`src/rtl/csa_pkg.sv`:
```
// rtl/csa_pkg.sv - shared parameters, counter sizing and FSM encoding for the carry-save resolver
// Optional feature macro used by the resolver: CSA_RESOLVE_OVF_EN
package csa_pkg;

    localparam int CSA_WIDTH  = 24;
    localparam int CSA_CHUNK  = 8;
    localparam int CSA_NCHUNK = CSA_WIDTH / CSA_CHUNK;

    // Chunk index counter width; never below one bit so a single-chunk build still has a counter.
    function automatic int csa_cnt_width(input int nchunk);
        int w;
        w = $clog2(nchunk);
        return (w < 1) ? 1 : w;
    endfunction

    typedef enum logic [1:0] {
        IDLE = 2'd0,
        ADD  = 2'd1,
        HOLD = 2'd2
    } csa_res_state_t;

endpackage

```
`src/rtl/csa_chunk_adder.sv`:
```
// rtl/csa_chunk_adder.sv - CHUNK-bit combinational adder with carry in and carry out
// Ports: a, b  - CHUNK-bit operands
//        cin   - carry into bit 0
//        sum   - CHUNK-bit sum
//        cout  - carry out of the top bit
module csa_chunk_adder
    import csa_pkg::*;
#(
    parameter int CHUNK = CSA_CHUNK
) (
    input  logic [CHUNK-1:0] a,
    input  logic [CHUNK-1:0] b,
    input  logic             cin,
    output logic [CHUNK-1:0] sum,
    output logic             cout
);

    logic [CHUNK:0] total;

    assign total = {1'b0, a} + {1'b0, b} + {{CHUNK{1'b0}}, cin};
    assign sum   = total[CHUNK-1:0];
    assign cout  = total[CHUNK];

endmodule

```
`src/rtl/csa_resolve_seq.sv`:
```
// rtl/csa_resolve_seq.sv - sequential carry-save resolver, R = S + (C << 1) one chunk per cycle
// Optional feature: define CSA_RESOLVE_OVF_EN to add the ovf output.
// Ports: clk, rst           - clock, synchronous active-high reset
//        in_valid/in_ready  - input handshake for the s_in/c_in pair
//        s_in, c_in         - carry-save sum and carry vectors (c_in bit i weighs 2^(i+1))
//        out_valid/out_ready- output handshake, result held until accepted
//        result             - (S + (C << 1)) mod 2^WIDTH
//        ovf                - (CSA_RESOLVE_OVF_EN only) true sum did not fit in WIDTH bits
module csa_resolve_seq
    import csa_pkg::*;
#(
    parameter int WIDTH = CSA_WIDTH,
    parameter int CHUNK = CSA_CHUNK
) (
    input  logic             clk,
    input  logic             rst,
    input  logic             in_valid,
    output logic             in_ready,
    input  logic [WIDTH-1:0] s_in,
    input  logic [WIDTH-1:0] c_in,
    output logic             out_valid,
    input  logic             out_ready,
`ifdef CSA_RESOLVE_OVF_EN
    output logic             ovf,
`endif
    output logic [WIDTH-1:0] result
);

    localparam int NCHUNK = WIDTH / CHUNK;
    localparam int CW     = csa_cnt_width(NCHUNK);
    localparam logic [CW-1:0] K_LAST = CW'(NCHUNK - 1);

    if (WIDTH % CHUNK != 0) begin : g_bad_chunk
        $error("csa_resolve_seq: WIDTH must be a multiple of CHUNK");
    end

    csa_res_state_t   state_q, state_d;
    logic [WIDTH-1:0] s_q, s_d;
    logic [WIDTH-1:0] csh_q, csh_d;
    logic             carry_q, carry_d;
    logic [CW-1:0]    k_q, k_d;
    logic [WIDTH-1:0] result_q, result_d;

    logic [CHUNK-1:0] chunk_a;
    logic [CHUNK-1:0] chunk_b;
    logic [CHUNK-1:0] chunk_sum;
    logic             chunk_cout;

`ifdef CSA_RESOLVE_OVF_EN
    logic msb_c_q, msb_c_d;
    logic ovf_q, ovf_d;
`else
    // The carry vector's top bit only matters for overflow reporting.
    logic unused_msb_c;
    assign unused_msb_c = c_in[WIDTH-1];
`endif

    // One adder slice is reused for every chunk; the counter picks which slice of S/Csh feeds it.
    assign chunk_a = s_q[int'(k_q)*CHUNK +: CHUNK];
    assign chunk_b = csh_q[int'(k_q)*CHUNK +: CHUNK];

    csa_chunk_adder #(
        .CHUNK (CHUNK)
    ) u_chunk_adder (
        .a    (chunk_a),
        .b    (chunk_b),
        .cin  (carry_q),
        .sum  (chunk_sum),
        .cout (chunk_cout)
    );

    always_comb begin
        state_d  = state_q;
        s_d      = s_q;
        csh_d    = csh_q;
        carry_d  = carry_q;
        k_d      = k_q;
        result_d = result_q;
`ifdef CSA_RESOLVE_OVF_EN
        msb_c_d  = msb_c_q;
        ovf_d    = ovf_q;
`endif
        case (state_q)
            IDLE: begin
                if (in_valid) begin
                    s_d     = s_in;
                    csh_d   = {c_in[WIDTH-2:0], 1'b0};
                    carry_d = 1'b0;
                    k_d     = '0;
`ifdef CSA_RESOLVE_OVF_EN
                    msb_c_d = c_in[WIDTH-1];
                    ovf_d   = 1'b0;
`endif
                    state_d = ADD;
                end
            end
            ADD: begin
                result_d[int'(k_q)*CHUNK +: CHUNK] = chunk_sum;
                carry_d = chunk_cout;
                if (k_q == K_LAST) begin
                    k_d     = '0;
                    state_d = HOLD;
`ifdef CSA_RESOLVE_OVF_EN
                    // Bit WIDTH of the true sum comes from either the final ripple or C's dropped msb.
                    ovf_d   = chunk_cout | msb_c_q;
`endif
                end else begin
                    k_d = k_q + CW'(1);
                end
            end
            HOLD: begin
                if (out_ready) begin
                    state_d = IDLE;
                end
            end
            default: begin
                state_d = IDLE;
            end
        endcase
    end

    always_ff @(posedge clk) begin
        if (rst) begin
            state_q  <= IDLE;
            s_q      <= '0;
            csh_q    <= '0;
            carry_q  <= 1'b0;
            k_q      <= '0;
            result_q <= '0;
`ifdef CSA_RESOLVE_OVF_EN
            msb_c_q  <= 1'b0;
            ovf_q    <= 1'b0;
`endif
        end else begin
            state_q  <= state_d;
            s_q      <= s_d;
            csh_q    <= csh_d;
            carry_q  <= carry_d;
            k_q      <= k_d;
            result_q <= result_d;
`ifdef CSA_RESOLVE_OVF_EN
            msb_c_q  <= msb_c_d;
            ovf_q    <= ovf_d;
`endif
        end
    end

    assign in_ready  = (state_q == IDLE);
    assign out_valid = (state_q == HOLD);
    assign result    = result_q;
`ifdef CSA_RESOLVE_OVF_EN
    assign ovf       = ovf_q;
`endif

endmodule
```
`config.mk`:
```
export PLATFORM = sky130hd
export DESIGN_NAME = csa_resolve_seq
export DESIGN_NICKNAME = d
export VERILOG_FILES = /design/src/rtl/csa_pkg.sv /design/src/rtl/csa_chunk_adder.sv /design/src/rtl/csa_resolve_seq.sv
export SDC_FILE = /design/constraint.sdc
export NUM_CORES = 1
export LEC_CHECK = 0
export ABC_AREA = 1
export BUFFER_PORTS_ARGS = -buffer_cell sky130_fd_sc_hd__buf_2
export CAP_MARGIN = 20
export CELL_PAD_IN_SITES_DETAIL_PLACEMENT = 1
export CELL_PAD_IN_SITES_GLOBAL_PLACEMENT = 1
export CORE_UTILIZATION = 43
export CTS_BUF_LIST = sky130_fd_sc_hd__clkbuf_4 sky130_fd_sc_hd__clkbuf_8
export CTS_CLUSTER_DIAMETER = 30
export DETAILED_ROUTE_END_ITERATION = 16
export PLACE_DENSITY = 0.89
export SETUP_SLACK_MARGIN = 0.1
export SYNTH_ARGS = -nofsm -noshare
export SYNTH_HDL_FRONTEND = slang
export SYNTH_SLANG_ARGS = --single-unit
```
`constraint.sdc`:
```
create_clock -name clk -period 6.19 [get_ports clk]
set_input_delay 0.619 -clock clk [delete_from_list [all_inputs] [get_ports clk]]
set_output_delay 0.619 -clock clk [all_outputs]
set_load 0.01 [all_outputs]
```
==> results.sh <==
export IMPL_p_seq_share_pct=43.2
export IMPL_port_buffers=76
export IMPL_avgRoutedWirePerCell_microns=14.5
export IMPL_vias=3308
export IMPL_ctsHoldBuffers=0
export IMPL_synth_area_top_cells="dfxtp_1 (44%), nand2_1 (18%), a21oi_1 (11%), ha_1 (3.9%), nor2_1 (2.9%)"
export IMPL_rows=32
export IMPL_ios=78
export IMPL_clkPwrFrac_pct=40.3
export IMPL_globalplace_congestion=0.782
export IMPL_synth_top_area_share_pct=43.6
export IMPL_synth_top_flop_cell="dfxtp_1"
export IMPL_internal_power_uw=896
export IMPL_fin_crit_ps=3400
export IMPL_grt_pass1_vias=3344
export IMPL_ctsResizeCount=0
export IMPL_top_usage_layer="met2"
export IMPL_async_flop_share_pct=0
export IMPL_synth_cell_types=30
export IMPL_fin_nets=608
export IMPL_end_kind="flop"
export IMPL_fp_dieH_microns=92.1
export IMPL_grt_max_degree=77
export IMPL_syn_num_nets=541
export IMPL_maxCapViolCount=0
export IMPL_power_leakage_nw=1.87
export IMPL_routed_via_density=5.09
export IMPL_max_vdd_ir_drop_uv=139
export IMPL_hold_path_class="flop to flop"
export IMPL_swShare_pct=27.0
export IMPL_dp_hpwl_microns=6590
export IMPL_grt_setup_unrepaired="false"
export IMPL_clock_skew_ps=9.48
export IMPL_worstMarginPinSlew_ps=853
export IMPL_ys_seq_elements=76
export IMPL_synth_most_common_cell="nand2_1"
export IMPL_use_met2_pct=42.1
export IMPL_setup_ws_ps=2790
export IMPL_placed_area_sq_um=3890
export IMPL_numCtsBuffers=9
export IMPL_arrival_ps=3670
export IMPL_fmax_mhz=294
export IMPL_hold_viol_final=0
export IMPL_drc=0
export IMPL_cts_tree="done"
export IMPL_detail_route_iter0_violations=87
export IMPL_postLayoutCellArea_sq_um=4170
export IMPL_cts_sinks=76
export IMPL_clk_pin_slew_ps=80
export IMPL_fill_cells=1058
export IMPL_die_w_microns=92.1
export IMPL_diodes=0
export IMPL_fin_crit_sh_pct=54.9
export IMPL_relSlewSlack_pct=43.1
export IMPL_clock_latency_ps=350
export IMPL_pwr_share_comb_pct=16.5
export IMPL_first_pass_iters=4
export IMPL_grt_util_all_layers_pct=23.7
export IMPL_synth_area_sq_um=3490
export IMPL_synthCells=476
export IMPL_cts_root_buf="clkbuf_8"
export IMPL_synth_largest_area_cell="dfxtp_1"
export IMPL_dieArea_sq_um=8480
export IMPL_cts_buffer_depth=2
export IMPL_total_power_mw=1.23
export IMPL_dpl_worst_slack_ps=2410
export IMPL_power_density_nw_per_um2=295
export IMPL_postCtsSetupBuffers=0
export IMPL_finalSetupTns_ps=0
export IMPL_yosysSeqAreaShare_pct=43.6
export IMPL_crit_type="flop to flop"
export IMPL_cp_start_kind="flop"
export IMPL_path_max_fanout=21
export IMPL_final_antenna_net_count=0
export IMPL_area_delta_synth_final_pct=19.5
export IMPL_syn_mean_instance_area_sq_um=7.33
export IMPL_htreeDepth=3
export IMPL_maxSlewViolCount=0
export IMPL_setup_viol=0
export IMPL_grt_ovfl_total=0
export IMPL_core_area_sq_um=7770
export IMPL_layout_drive_gt1_share_pct=20.1
export IMPL_p_sw_uw=331
export IMPL_synth_edf_count=0
export IMPL_initial_core_util_pct=44.9
export IMPL_grtUsageMet1_pct=27.8
export IMPL_yosys_warnings=0
export IMPL_grt_pass1_wl_microns=15700
export IMPL_synthTopCellsByCount="nand2_1 (169), a21oi_1 (77), dfxtp_1 (76), nor2_1 (27), inv_1 (22)"
export IMPL_antenna_found_initial=0
export IMPL_outcome="complete, no violations"
export IMPL_required_ps=6460
export IMPL_use_met3_pct=3.65
export IMPL_routed_wl_microns=9420
[layout by cell type, fill, tap and decap left out, drive strengths merged]
master   instances
nand2          173
buf             79
a21oi           77
dfxtp           76
nor2            29
o21ai           27
inv             26
clkbuf          13
nand3           12
ha              11
a22oi            7
nand4            3
bufinv           3
xnor2            2
nor3             2
fa               2
a2bb2oi          1
xor2             1
nor4             1
nand2b           1
o21a             1
or2              1
[power groups by stage]
stage | Clock, mW | Sequential (mW) | Combinational, mW
after detailed placement | 0 | 0.541 | 0.200
final | 0.494 | 0.530 | 0.203
after global routing | 0.517 | 0.534 | 0.229
after global placement | 0 | 0.541 | 0.192
after CTS | 0.499 | 0.530 | 0.204
after floorplan | 0 | 0.536 | 0.144
[logic make-up (layout without fill, tap and decap cells)]
group	count (synthesis)	after routing	share of synthesized area, %
fa+ha+maj	13	13	5.09
buf+inv	49	121	6.35
compound gates	113	113	16.9
simple gates	222	222	27.3
xor+xnor	3	3	0.753
flops	76	76	43.6
[final cells by class]
cell class	instances	area [sq um]	area share [%]
Clock inverter	3	90.1	2.16
Tap cell	102	128	3.06
Inverter	26	97.6	2.34
Multi-Input combinational cell	351	1750	41.9
Timing Repair Buffer	79	407	9.76
Sequential cell	76	1520	36.5
Clock buffer	13	179	4.29
[flip-flops by register name, summed over array words and instances (netlist names)]
signal	cells
result	24
k_q	2
s_q	24
state_q	2
carry_q	1
csh_q	23
[metal layers]
metal  part of all wire [%]  routed length, microns
met3                    3.7                     345
met5                      0                       0
met1                     44                    4120
met2                     50                    4750
met4                    2.2                     204
[final timing paths]
kind | start | to | slack [ps] | depth (start not counted)
worst max-delay path | k_q[0] | result[20] | 2790 | 9
worst min-delay path | s_q[2] | s_q[2] | 470 | 2
worst max register to register | k_q[0] | result[20] | 2790 | 9
worst min register to register | s_q[2] | s_q[2] | 470 | 2
[worst max-delay path, stage by stage (launching register included)]
cell	delay, ps
dfxtp_1	880
inv_2	400
nor2_1	210
a22oi_1	100
fa_1	410
fa_1	440
o21ai_1	260
xor2_1	350
nand3_1	130
a21oi_1	140
[metrics by stage]
stage	std cells	utilization (%)	hold slack, ps
after floorplan	476	-	440
after CTS	649	53.5	468
after global placement	633	50.0	450
after global routing	650	53.7	482
final	650	53.7	468
after detailed placement	633	50.0	456
Power figures use the tool's default switching activity.
